$ cat src/rtl/cell_pos_reader.sv
// cell_pos_reader
//   Read-side sequencer for one cell position memory. A start pulse reads
//   address 0 to fetch the particle count (clamped to PARTICLE_NUM-1), then
//   streams addresses 1..N through a 4-entry output FIFO with valid/ready
//   flow control. The memory has a fixed 2-cycle read latency.
//
// Ports
//   clk, rst_n        clock (rising edge), asynchronous active-low reset
//   start             one-cycle request, ignored while busy
//   busy, done        sequence in progress / one-cycle completion pulse
//   particle_num      clamped count latched from address 0
//   mem_address       registered memory address
//   mem_rden          registered read enable
//   mem_wren          tied low
//   mem_q             memory read data, valid 2 cycles after address/rden
//   out_valid         out_data/out_id valid (FIFO head)
//   out_ready         downstream accept
//   out_data          particle position word {posz, posy, posx}
//   out_id            particle address 1..N
module cell_pos_reader #(
  parameter int DATA_WIDTH   = 96,
  parameter int ADDR_WIDTH   = 8,
  parameter int PARTICLE_NUM = 220
) (
  input  logic                  clk,
  input  logic                  rst_n,
  input  logic                  start,
  output logic                  busy,
  output logic                  done,
  output logic [ADDR_WIDTH-1:0] particle_num,
  output logic [ADDR_WIDTH-1:0] mem_address,
  output logic                  mem_rden,
  output logic                  mem_wren,
  input  logic [DATA_WIDTH-1:0] mem_q,
  output logic                  out_valid,
  input  logic                  out_ready,
  output logic [DATA_WIDTH-1:0] out_data,
  output logic [ADDR_WIDTH-1:0] out_id
);

  localparam logic [ADDR_WIDTH-1:0] MAX_CNT = ADDR_WIDTH'(PARTICLE_NUM - 1);

  typedef enum logic [2:0] {
    IDLE,
    RD_CNT,
    WAIT_CNT,
    STREAM,
    DRAIN,
    FIN
  } state_e;

  state_e                  state_q, state_d;
  logic                    mem_rden_q, mem_rden_d;
  logic [ADDR_WIDTH-1:0]   mem_addr_q, mem_addr_d;
  logic [ADDR_WIDTH-1:0]   next_addr_q, next_addr_d;
  logic [ADDR_WIDTH-1:0]   pnum_q, pnum_d;
  logic                    cnt_wait_q, cnt_wait_d;

  // In-flight tracker: stage 0 holds the read issued last cycle, stage 1
  // the read whose data is on mem_q this cycle.
  logic [1:0]              tag_v_q;
  logic [ADDR_WIDTH-1:0]   tag_addr_q [2];

  logic [DATA_WIDTH-1:0]   fifo_data_q [4];
  logic [ADDR_WIDTH-1:0]   fifo_id_q   [4];
  logic [1:0]              wr_ptr_q, rd_ptr_q;
  logic [2:0]              fifo_cnt_q, fifo_cnt_d;

  logic                    push, pop, credit_ok;
  logic [ADDR_WIDTH-1:0]   cnt_raw, cnt_clamped;

  assign push      = tag_v_q[1];
  assign pop       = out_valid & out_ready;
  assign out_valid = (fifo_cnt_q != 3'd0);
  assign out_data  = fifo_data_q[rd_ptr_q];
  assign out_id    = fifo_id_q[rd_ptr_q];

  assign fifo_cnt_d = fifo_cnt_q + 3'(push) - 3'(pop);

  // Credit is evaluated against the state after this edge: the read on the
  // bus now and the one in stage 0 are still outstanding, while the stage-1
  // return is already counted in fifo_cnt_d. Keeping the total below 4
  // guarantees every issued read has a FIFO slot when it lands.
  assign credit_ok = ((3'(mem_rden_q) + 3'(tag_v_q[0]) + fifo_cnt_d) < 3'd4);

  assign cnt_raw     = mem_q[ADDR_WIDTH-1:0];
  assign cnt_clamped = (cnt_raw > MAX_CNT) ? MAX_CNT : cnt_raw;

  assign busy         = (state_q == RD_CNT) || (state_q == WAIT_CNT) ||
                        (state_q == STREAM) || (state_q == DRAIN);
  assign done         = (state_q == FIN);
  assign particle_num = pnum_q;
  assign mem_address  = mem_addr_q;
  assign mem_rden     = mem_rden_q;
  assign mem_wren     = 1'b0;

  always_comb begin
    state_d     = state_q;
    mem_rden_d  = 1'b0;
    mem_addr_d  = mem_addr_q;
    next_addr_d = next_addr_q;
    pnum_d      = pnum_q;
    cnt_wait_d  = 1'b0;
    unique case (state_q)
      IDLE: begin
        if (start) begin
          state_d    = RD_CNT;
          mem_rden_d = 1'b1;
          mem_addr_d = '0;
        end
      end
      RD_CNT: state_d = WAIT_CNT;
      WAIT_CNT: begin
        if (!cnt_wait_q) begin
          cnt_wait_d = 1'b1;
        end else begin
          pnum_d = cnt_clamped;
          if (cnt_clamped == '0) begin
            state_d = FIN;
          end else begin
            // Address 1 is issued on the transition so it is on the bus in
            // the first streaming cycle; a single particle is already fully
            // issued, so it goes straight to draining.
            mem_rden_d  = 1'b1;
            mem_addr_d  = ADDR_WIDTH'(1);
            next_addr_d = ADDR_WIDTH'(2);
            state_d     = (cnt_clamped == ADDR_WIDTH'(1)) ? DRAIN : STREAM;
          end
        end
      end
      STREAM: begin
        if (credit_ok) begin
          mem_rden_d  = 1'b1;
          mem_addr_d  = next_addr_q;
          next_addr_d = next_addr_q + 1'b1;
          if (next_addr_q == pnum_q) state_d = DRAIN;
        end
      end
      DRAIN: begin
        if (!mem_rden_q && !tag_v_q[0] && (fifo_cnt_d == 3'd0)) state_d = FIN;
      end
      FIN:     state_d = IDLE;
      default: state_d = IDLE;
    endcase
  end

  always_ff @(posedge clk or negedge rst_n) begin
    if (!rst_n) begin
      state_q     <= IDLE;
      mem_rden_q  <= 1'b0;
      mem_addr_q  <= '0;
      next_addr_q <= '0;
      pnum_q      <= '0;
      cnt_wait_q  <= 1'b0;
    end else begin
      state_q     <= state_d;
      mem_rden_q  <= mem_rden_d;
      mem_addr_q  <= mem_addr_d;
      next_addr_q <= next_addr_d;
      pnum_q      <= pnum_d;
      cnt_wait_q  <= cnt_wait_d;
    end
  end

  // Address 0 is the count read and is never tagged for the FIFO.
  always_ff @(posedge clk or negedge rst_n) begin
    if (!rst_n) begin
      tag_v_q       <= '0;
      tag_addr_q[0] <= '0;
      tag_addr_q[1] <= '0;
    end else begin
      tag_v_q[0]    <= mem_rden_q && (mem_addr_q != '0);
      tag_addr_q[0] <= mem_addr_q;
      tag_v_q[1]    <= tag_v_q[0];
      tag_addr_q[1] <= tag_addr_q[0];
    end
  end

  always_ff @(posedge clk or negedge rst_n) begin
    if (!rst_n) begin
      for (int unsigned i = 0; i < 4; i++) begin
        fifo_data_q[i] <= '0;
        fifo_id_q[i]   <= '0;
      end
      wr_ptr_q   <= '0;
      rd_ptr_q   <= '0;
      fifo_cnt_q <= '0;
    end else begin
      if (push) begin
        fifo_data_q[wr_ptr_q] <= mem_q;
        fifo_id_q[wr_ptr_q]   <= tag_addr_q[1];
        wr_ptr_q              <= wr_ptr_q + 2'd1;
      end
      if (pop) rd_ptr_q <= rd_ptr_q + 2'd1;
      fifo_cnt_q <= fifo_cnt_d;
    end
  end

endmodule

$ cat config.mk
export PLATFORM = sky130hd
export DESIGN_NAME = cell_pos_reader
export DESIGN_NICKNAME = d
export VERILOG_FILES = /design/src/rtl/cell_pos_reader.sv
export SDC_FILE = /design/constraint.sdc
export NUM_CORES = 1
export LEC_CHECK = 0
export CAP_MARGIN = 20
export CORE_MARGIN = 2
export CORE_UTILIZATION = 40
export CTS_CLUSTER_SIZE = 16
export DETAILED_ROUTE_END_ITERATION = 8
export PLACE_DENSITY = 0.73
export SYNTH_ARGS = -nofsm -noshare
export SYNTH_HDL_FRONTEND = slang
export SYNTH_SLANG_ARGS = --single-unit
$ cat constraint.sdc
create_clock -name clk -period 3.2 [get_ports clk]
set_input_delay 0.8 -clock clk [delete_from_list [all_inputs] [get_ports clk]]
set_output_delay 0.8 -clock clk [all_outputs]
set_load 0.02 [all_outputs]
==> results.ini <==
[run_status]
outcome = finished, violations left
violations = setup timing

[timing]
min_period_ps = 3280
hold_slack_ps = 257
timing.final.crit_share = 1.02
finalHoldViolCount = 0
tightest_slew_ps = 729
fmax_mhz = 305
final.setup.worst_slack_ps = -78.3
rsz0062_at_grt = yes
setup_viol = 10
finalClockSkew_ps = 14.8
drv_slew = 0
slew_headroom = 0.514

[critical_path]
r2r-start = fifo_cnt_q[2]
rrSetupSlack_ps = -80
critPathArrivalTime_ps = 3730
r2r_end = mem_address[0]
worstSetupStartpointType = register
critPathCaptureType = register
path_max_fanout = 6
crit_required_ps = 3650
slowest_delay_ps = 600
cp_num_buf_inv = 3
r2r_cells = 13
path_cells = or3_4 > and2_4 > ha_4 > inv_2 > ha_4 > inv_2 > fa_2 > xnor3_2 > or4_4 > nand3_4 > a31oi_1 > buf_4 > mux2_4
crit_family = simple AND/OR/NAND/NOR gates
cp-startpoint = fifo_cnt_q[2]
crit_slowest_cell = or4_4
setup.worst_path.class = register to register

[routing]
drt-total-wl_um = 45700
vias_per_cell = 5.22
drt-initial-drc-count = 574
ant_nets = 0
dr_total_vias = 11600
detail_route.first_pass.iterations = 5
drc = 0
wl_per_cell_um = 20.6

[yosys]
ys_types = 55
synth_ff_type = dfrtp_1
ys_ff_latch = 470
yosysWarnings = 0
syn_nets = 1331
synth_area_um2 = 20100
synth-edff-count = 0
syn_inst = 1222
ys_seq_area_frac = 0.584
synth.avg_cell_area_um2 = 16.5
async_flop_share = 1.00

[cells_and_area]
fillers = 4181
nets = 1620
instances_no_fill = 2222
final_cell_area_um2 = 25700
area_growth_pct = 27.9
layout-drive-gt1-share = 0.474

[power_and_ir_drop]
power_frac_seq = 0.337
power_frac_comb = 0.462
p_leak_nw = 11.0
clock_power_share = 0.201
power_density_nw_per_um2 = 1200
p_switching_w = 0.0104
switching_share = 0.334
vdd.ir_drop.worst_uv = 651
p_int_w = 0.0206

[placed_design]
dp_hpwl_um = 28400
port_buffers = 223
dp_cells = 2103
place_congestion = 0.841
placed_area_um2 = 23700
pre_cts_slack_ps = -544

[floorplan]
coreArea_um2 = 49900
row_count = 82
die_y_um = 228
start_util = 0.404
die_area_um2 = 52100
dieWidth_um = 228
ios = 225

[clock_tree]
clk_pin_slew_ps = 60
clockBufferDepth = 3
insertion_delay_ps = 580
tritoncts = built
htreeDepth = 2
cts_buffers = 51
cts_sinks = 470
cts_hold_buf = 0
root_buffer = clkbuf_16

[global_route]
grt_pass1_vias = 13073
grt_max_degree = 77
grtUsageTotal = 0.179
grt_pass1_wl_um = 73800
overflow = 0
grt_antenna_before_repair = 0

[hold_path]
min_path_type = input pin to async pin

[job]
maxCapViolations = 0

-- cells by family after synthesis --
logic type,after synthesis,share of synthesized area
other,1,0.000186
and+or+nand+nor,60,0.0158
AOI/OAI and AO/OA,46,0.0160
adders and majority gates,9,0.00597
buffers and inverters,96,0.0188
xor gates and xnor gates,15,0.00727
DFF,470,0.584
muxes,525,0.352
-- flip-flops by register name, indices dropped and copies added, names as in the netlist --
register / cells
rd_ptr_q: 2
mem_address: 8
wr_ptr_q: 2
fifo_cnt_q: 3
fifo_data_q: 384
fifo_id_q: 32
next_addr_q: 8
tag_addr_q: 16
cnt_wait_q: 1
particle_num: 8
tag_v_q: 2
mem_rden: 1
state_q: 3
-- final cells by class --
type | count | area, µm² | share of cell area
timing repair buffer | 312 | 3170 | 0.123
inverter | 20 | 75.1 | 0.00292
sequential | 470 | 11800 | 0.457
clock inverter | 24 | 337 | 0.0131
multi-input combinational | 656 | 8090 | 0.314
tap | 672 | 841 | 0.0327
clock buffer | 67 | 1460 | 0.0567
antenna | 1 | 2.50 | 0.0000972
-- cells in the mapped netlist (5+ instances only) --
library cell    n  area [µm²]
ha_1            8         100
nand2_1        23        86.3
buf_2           5        25.0
xnor2_1        12         105
a21oi_1         8        40.0
mux4_2        104        2340
buf_1          34         128
inv_1          20        75.1
o21ai_0        11        55.1
mux2i_1         6        60.1
nor2_1          8        30.0
dfrtp_1       470       11800
nor4_1          5        31.3
mux2_2        414        4660
clkbuf_1       35         131
-- power by group through the flow --
stage | sequential, W | combinational, W | clock (W)
after floorplan | 0.00999 | 0.00938 | 0
after global routing | 0.0108 | 0.0153 | 0.00662
final | 0.0105 | 0.0143 | 0.00622
after detailed placement | 0.0106 | 0.0147 | 0
after global placement | 0.0103 | 0.0144 | 0
after CTS | 0.0105 | 0.0142 | 0.00638
-- layer usage --
| layer | GRT usage | wire length, µm | vias to the layer above | part of all wire |
|---|---|---|---|---|
| met5 | 0 | 0 | - | 0 |
| met4 | 0.0445 | 872 | 0 | 0.019 |
| met3 | 0.0341 | 1880 | 60 | 0.041 |
| met2 | 0.304 | 22600 | 220 | 0.50 |
| met1 | 0.238 | 20300 | 6187 | 0.44 |
| li1 | - | - | 5133 | - |
-- cells in the final DEF, fill, tap and decap left out, drive strengths merged, types with 2 or more instances in the layout --
master	synthesis	routed
mux2	415	415
o22a	4	4
inv	20	21
clkdlybuf4s15	0	20
dlygate4sd2	0	82
nor4b	2	2
dfrtp	470	470
mux4	104	104
or4	3	3
clkinvlp	0	2
nand4	2	2
buf	41	91
a31oi	3	3
nor2	8	8
or3	2	2
o211ai	3	3
xor2	2	2
o21ai	12	12
a311oi	2	2
clkinv	0	13
nand2	23	23
a211oi	2	2
and3	2	2
and2	3	3
nand3	4	4
ha	8	8
a21oi	8	8
clkdlybuf4s50	0	118
xnor2	12	12
o31ai	4	4
nor4	5	5
clkbuf	35	67
mux2i	6	6
bufinv	0	8
-- worst max-delay path by stage --
stage / endpoint / slack (ps) / cells after the start
floorplan: mem_address[0] / -30 / 13
global placement: mem_address[0] / -500 / 13
detailed placement: mem_address[0] / -540 / 13
CTS: mem_address[0] / -60 / 13
global route: mem_address[0] / -150 / 13
finish: mem_address[0] / -80 / 13
-- stage by stage --
step                       util  TNS (ps)  total power, W
after global routing      0.516     -1310          0.0327
after floorplan               -     -41.7          0.0194
after detailed placement  0.476     -7910          0.0253
after global placement    0.476     -7020          0.0248
after CTS                 0.513      -131          0.0310
final                     0.516      -229          0.0310
-- repair_timing --
item,CTS,global route
pin swaps,3,3
resized for setup,152,6
setup buffers,7,18
endpoints found under the hold margin,0,0
setup endpoints to repair,113,65
cloned,2,0
Note: power is estimated with default switching activity, not from simulation.
